### config.mk
export PLATFORM = sky130hd
export DESIGN_NAME = dm_frame_ctrl
export DESIGN_NICKNAME = d
export VERILOG_FILES = /design/src/rtl/dm_pkg.sv /design/src/rtl/dm_frame_buf.sv /design/src/rtl/dm_frame_ctrl.sv
export SDC_FILE = /design/constraint.sdc
export NUM_CORES = 1
export LEC_CHECK = 0
export BUFFER_PORTS_ARGS = -buffer_cell sky130_fd_sc_hd__buf_4
export CAP_MARGIN = 10
export CORE_MARGIN = 10
export CORE_UTILIZATION = 62
export CTS_CLUSTER_DIAMETER = 80
export DETAILED_ROUTE_END_ITERATION = 16
export PLACE_DENSITY = 0.85
export RECOVER_POWER = 100
export SLEW_MARGIN = 20
export SYNTH_ARGS = -nofsm -noshare
export SYNTH_HDL_FRONTEND = slang
export SYNTH_SLANG_ARGS = --single-unit
### constraint.sdc
create_clock -name i_Clk -period 8.84 [get_ports i_Clk]
set_input_delay 0.884 -clock i_Clk [delete_from_list [all_inputs] [get_ports i_Clk]]
set_output_delay 0.884 -clock i_Clk [all_outputs]
set_load 0.01 [all_outputs]
### src/rtl/dm_pkg.sv
// Shared frame geometry, FSM state type and row pack/unpack helpers for the
// dot-matrix frame controller.
package dm_pkg;

  localparam int unsigned DM_ROWS    = 8;
  localparam int unsigned DM_COLS    = 8;
  localparam int unsigned DM_FRAME_W = DM_ROWS * DM_COLS;
  localparam int unsigned DM_ROW_W   = $clog2(DM_ROWS);

  typedef enum logic [0:0] {
    ST_IDLE,
    ST_PEND
  } dm_state_e;

  // Extract row r from a packed frame (row r lives at bits [8r+7:8r]).
  function automatic logic [DM_COLS-1:0] dm_row_get(input logic [DM_FRAME_W-1:0] frame,
                                                    input logic [DM_ROW_W-1:0]   row);
    return frame[int'(row) * DM_COLS +: DM_COLS];
  endfunction

  // Return a copy of the frame with row r replaced.
  function automatic logic [DM_FRAME_W-1:0] dm_row_put(input logic [DM_FRAME_W-1:0] frame,
                                                       input logic [DM_ROW_W-1:0]   row,
                                                       input logic [DM_COLS-1:0]    data);
    logic [DM_FRAME_W-1:0] f;
    f = frame;
    f[int'(row) * DM_COLS +: DM_COLS] = data;
    return f;
  endfunction

  // One-column scroll step: column 7 wraps around to column 0.
  function automatic logic [DM_COLS-1:0] dm_row_rotl(input logic [DM_COLS-1:0] row);
    return {row[DM_COLS-2:0], row[DM_COLS-1]};
  endfunction

endpackage

### src/rtl/dm_frame_buf.sv
// 8x8 frame register with a row write port, a full-frame parallel load and a
// rotate-by-one-column command. Load takes priority over rotate and write.
module dm_frame_buf
  import dm_pkg::*;
(
  input  logic                  i_Clk,
  input  logic                  i_Rst,
  input  logic                  i_WrEn,
  input  logic [DM_ROW_W-1:0]   i_WrRow,
  input  logic [DM_COLS-1:0]    i_WrData,
  input  logic                  i_Load,
  input  logic [DM_FRAME_W-1:0] i_LoadData,
  input  logic                  i_Rot,
  output logic [DM_FRAME_W-1:0] o_Data
);

  logic [DM_FRAME_W-1:0] frame_q;
  logic [DM_FRAME_W-1:0] frame_d;

  // Next-state frame: load overrides; otherwise rotate all rows, then apply a row write.
  always_comb begin
    frame_d = frame_q;
    if (i_Load) begin
      frame_d = i_LoadData;
    end else begin
      if (i_Rot) begin
        for (int unsigned r = 0; r < DM_ROWS; r++) begin
          frame_d = dm_row_put(frame_d, DM_ROW_W'(r),
                               dm_row_rotl(dm_row_get(frame_d, DM_ROW_W'(r))));
        end
      end
      if (i_WrEn) begin
        frame_d = dm_row_put(frame_d, i_WrRow, i_WrData);
      end
    end
  end

  // Frame storage with synchronous clear.
  always_ff @(posedge i_Clk) begin
    if (i_Rst) begin
      frame_q <= '0;
    end else begin
      frame_q <= frame_d;
    end
  end

  assign o_Data = frame_q;

endmodule

### src/rtl/dm_frame_ctrl.sv
// Double-buffered frame controller for the 8x8 dot-matrix scanner. The host
// fills the back buffer and commits; the swap to the front buffer happens only
// on the scanner's end-of-frame pulse so a scan never shows a torn image. The
// front frame optionally scrolls one column every i_Hold complete scans.
module dm_frame_ctrl
  import dm_pkg::*;
#(
  parameter int unsigned P_HOLD_W = 8
) (
  input  logic                  i_Clk,
  input  logic                  i_Rst,
  input  logic                  i_fDone,
  input  logic                  i_WrEn,
  input  logic [2:0]            i_WrRow,
  input  logic [7:0]            i_WrData,
  input  logic                  i_Commit,
  input  logic                  i_Scroll,
  input  logic [P_HOLD_W-1:0]   i_Hold,
  output logic [DM_FRAME_W-1:0] o_Data,
  output logic                  o_Busy,
  output logic                  o_fSwap
);

  localparam logic [P_HOLD_W-1:0] HoldOne = P_HOLD_W'(1);

  dm_state_e             state_q;
  logic                  fswap_q;
  logic [P_HOLD_W-1:0]   hold_q;
  logic [DM_FRAME_W-1:0] back_data;

  logic back_wr;
  logic swap;
  logic scroll_en;
  logic step_due;
  logic step;

  assign back_wr   = i_WrEn && (state_q == ST_IDLE);
  assign swap      = (state_q == ST_PEND) && i_fDone;
  assign scroll_en = i_Scroll && (i_Hold != '0);
  // >= rather than == so that lowering i_Hold mid-count still yields a step.
  assign step_due  = hold_q >= (i_Hold - HoldOne);
  // A swap on the same frame boundary wins: the new frame loads unrotated.
  assign step      = i_fDone && scroll_en && step_due && !swap;

  dm_frame_buf u_back (
    .i_Clk      (i_Clk),
    .i_Rst      (i_Rst),
    .i_WrEn     (back_wr),
    .i_WrRow    (i_WrRow),
    .i_WrData   (i_WrData),
    .i_Load     (1'b0),
    .i_LoadData ('0),
    .i_Rot      (1'b0),
    .o_Data     (back_data)
  );

  dm_frame_buf u_front (
    .i_Clk      (i_Clk),
    .i_Rst      (i_Rst),
    .i_WrEn     (1'b0),
    .i_WrRow    ('0),
    .i_WrData   ('0),
    .i_Load     (swap),
    .i_LoadData (back_data),
    .i_Rot      (step),
    .o_Data     (o_Data)
  );

  // Commit FSM: IDLE accepts a commit, PEND waits for the frame boundary to swap.
  always_ff @(posedge i_Clk) begin
    if (i_Rst) begin
      state_q <= ST_IDLE;
      fswap_q <= 1'b0;
    end else begin
      fswap_q <= swap;
      unique case (state_q)
        ST_IDLE: if (i_Commit) state_q <= ST_PEND;
        ST_PEND: if (i_fDone)  state_q <= ST_IDLE;
        default:               state_q <= ST_IDLE;
      endcase
    end
  end

  // Scroll hold counter: counts completed scans, clears on a step, a swap or when disabled.
  always_ff @(posedge i_Clk) begin
    if (i_Rst) begin
      hold_q <= '0;
    end else if (swap || !scroll_en) begin
      hold_q <= '0;
    end else if (i_fDone) begin
      if (step_due) begin
        hold_q <= '0;
      end else begin
        hold_q <= hold_q + HoldOne;
      end
    end
  end

  assign o_Busy  = (state_q == ST_PEND);
  assign o_fSwap = fswap_q;

endmodule

==> summary.md <==
| Metric | Value |
|---|---|
| H-tree depth | 4 |
| Placer congestion estimate | 0.837 |
| Yosys Warn Count | 0 |
| RSZ-0062 raised after global routing | false |
| Initial Util | 63.2% |
| Global Route Usage Sum | 23.2% |
| Clk slew on worst S/H paths | 60 ps |
| CP Launch Point | i_Hold[3] |
| IO Port Bufs | 90 |
| CP Launch Type | primary input |
| Reg-to-reg startpoint | hold_q[0] |
| Skew-Pair Late Insertion Delay | 530 ps |
| Worst EP required | 9190 ps |
| Pwr Total | 1.46 mW |
| Hold Fails Final Rpt | 0 |
| Post-synthesis sequential area ratio | 42.5% |
| Synth area leaders | dfxtp_1, a211oi_2, mux2i_1 |
| Final setup viols | 0 |
| Worst-margin pin slew | 2960 ps |
| Outcome | finished, violations left |
| Vias in the first global route | 5,696 |
| Post-synthesis mux area share | 11.3% |
| Routed WL | 17,200 um |
| Tcrit/Tclk final | 65.3% |
| Die H | 122 um |
| Max Clock Freq | 173 MHz |
| Compound-gate portion of the synthesized area | 23.2% |
| WP data arrival | 6120 ps |
| Crit end category | register |
| Vias post-DR | 5,655 |
| Inst Count DP | 865 |
| Main combinational cell family by area after synthesis | compound AO/OA/AOI/OAI gates |
| Failing checks | capacitance limit, slew limit |
| Cell taking the most area after synthesis | dfxtp_1 |
| First-pass GRT wire length | 28,400 um |
| Hold Path Origin | u_back.o_Data[63] |
| Post-route setup TNS | 0 ps |
| Sink Count | 138 |
| Initial DRC count | 552 |
| Post-Synthesis Net Count | 738 |
| Adder-cell share of the synthesized area | 2.50% |
| Overflow after GRT | 0 |
| Max-cap violations | 1 |
| Area share of and/or/nand/nor cells after synthesis | 13.9% |
| Syn_area_per_cell | 9.28 um^2 |
| Largest net degree at the start of global routing | 102 |
| Nets | 786 |
| Primary FF master, synth | dfxtp_1 |
| CORE AREA | 10,300 um^2 |
| Die W | 122 um |
| Post-synthesis xor/xnor area fraction | 1.21% |
| Hold slack final | 457 ps |
| Synth Cell Area | 6490 um^2 |
| Via/cell ratio | 6.30 |
| Crit-path max FO | 65 |
| Final ANT Viol Nets | 0 |
| Die area | 15,000 um^2 |
| Area growth from synthesis to layout | 9.00% |
| Initial antenna violation count | 0 |
| Final cell count without fillers | 897 |
| DRC viols | 0 |
| Synth cell types | 38 |
| DR WL/cell | 19.2 um |
| Ports | 91 |
| Share of cells above drive strength 1 | 8.15% |
| DP HPWL | 10,800 um |
| Row count | 37 |
| Final antenna diode count | 0 |
| Root Buffer | clkbuf_8 |
| Initial DRT Pass Iterations | 6 |
| CTS Hold Bufs | 0 |
| Clk buf depth | 2 |
| Num CTS Buffers | 17 |
| Max-slew headroom | -97.4% |
| PwrDens | 206 nW/um^2 |
| Post-synth EDFFs | 0 |
| Post-layout util | 68.9% |
| Type of the worst min-delay path | register to register |
| FF+latch count, synth | 138 |
| CTS resizes | 0 |
| Syn Inst Count | 700 |
| Crit path kind | primary input to register |
| Max VDD drop | 100 uV |
| Post-CTS setup buffer count | 0 |
| Final min period | 5770 ps |
| CTS tree | built |
| Layout Skew | 11.1 ps |
| Leakage | 2.36 nW |
| Post-synth top area share | 42.5% |
| Async set-or-reset flop fraction in the synthesized netlist | 0% |
| Max-slew violations | 66 |
## cell type report
class,instances,area [um^2]
clock inverter,14,124
clock buffer,18,428
fill,844,3200
inverter,11,41.3
multi-input combinational,486,3110
timing repair buffer,94,447
sequential,138,2760
tap,136,170
## cells in the final DEF, fill, tap and decap left out, types with 2 or more instances in the layout
cell type and instances:
clkbuf_16 16, clkinv_4 3, nor2_1 19, buf_4 23, clkbuf_1 70, nand2b_1 2
clkinv_2 4, nor3b_1 3, clkinvlp_4 4, ha_1 13, a21oi_1 124, mux2i_1 73
xor2_1 2, inv_1 11, xnor2_1 7, a31oi_1 3, clkbuf_8 2, and3_1 3
nor2b_1 2, a211oi_1 63, nor3_1 9, and2_1 3, or3_1 6, a211oi_2 2
o21a_1 2, nand2_1 69, nand3b_1 2, dfxtp_1 138, nand3_1 62, inv_6 2
nand4_1 4
## power breakdown
part	leakage, nW	internal, mW	switching [mW]
Sequential	1.12	0.639	0.0144
Clock	0.263	0.381	0.276
Combinational	0.975	0.0510	0.0993
## cell usage after synthesis, types with 5 or more instances
| cell | instances |
|---|---|
| dfxtp_1 | 138 |
| a21oi_1 | 125 |
| mux2i_1 | 73 |
| nand2_1 | 69 |
| nand3_1 | 62 |
| a211oi_2 | 60 |
| clkbuf_1 | 51 |
| nor2_1 | 19 |
| ha_1 | 13 |
| inv_1 | 11 |
| nor3_1 | 9 |
| buf_2 | 7 |
| buf_6 | 7 |
| xnor2_1 | 7 |
| or3_1 | 6 |
| a211oi_1 | 5 |
## metrics by stage
| stage | setup slack, ps | area, um^2 |
|---|---|---|
| 2_1_floorplan | 5390 | 6490 |
| 3_3_place_gp | 4350 | 7090 |
| 3_5_place_dp | 4210 | 7100 |
| 4_1_cts | 4760 | 7650 |
| 5_1_grt | 2770 | 7080 |
| 6_report | 3070 | 7080 |
## path summary, 6_finish.rpt
kind	to	slack (ps)	depth (start not counted)
setup / recovery	u_front.o_Data[41]	3070	10
setup reg to reg	u_front.o_Data[41]	4070	8
hold reg to reg	u_back.o_Data[63]	460	2
hold / removal	u_back.o_Data[63]	460	2
## state kept, by name (all words and copies together) (netlist names)
register	flops
u_back.o_Data	64
hold_q	8
o_Busy	1
u_front.o_Data	64
o_fSwap	1
## critical path, cell delays in order
cell and delay [ps]:
clkbuf_1 120, or4_1 580, nor4_1 290, xnor2_1 110, ha_1 320, nand4_1 110
o311ai_0 350, clkbuf_1 2120, and2_4 960, a211oi_1 210
## routing by layer
layer	routed length, um	global-route usage [%]	vias to the layer above
met4	454	10.1	0
met1	7080	27.8	2721
met5	0	0	-
li1	-	-	2631
met3	1490	7.07	54
met2	8170	37.7	249
## cells by family (layout without fill, tap and decap cells)
| group | count (synthesis) | count (layout) |
|---|---|---|
| buffers and inverters | 76 | 137 |
| adder cells (fa/ha/maj) | 13 | 13 |
| multiplexers | 73 | 73 |
| AND/OR/NAND/NOR | 190 | 190 |
| flip-flops | 138 | 138 |
| AO/OA/AOI/OAI | 201 | 201 |
| XOR/XNOR | 9 | 9 |
Power figures use the tool's default switching activity.
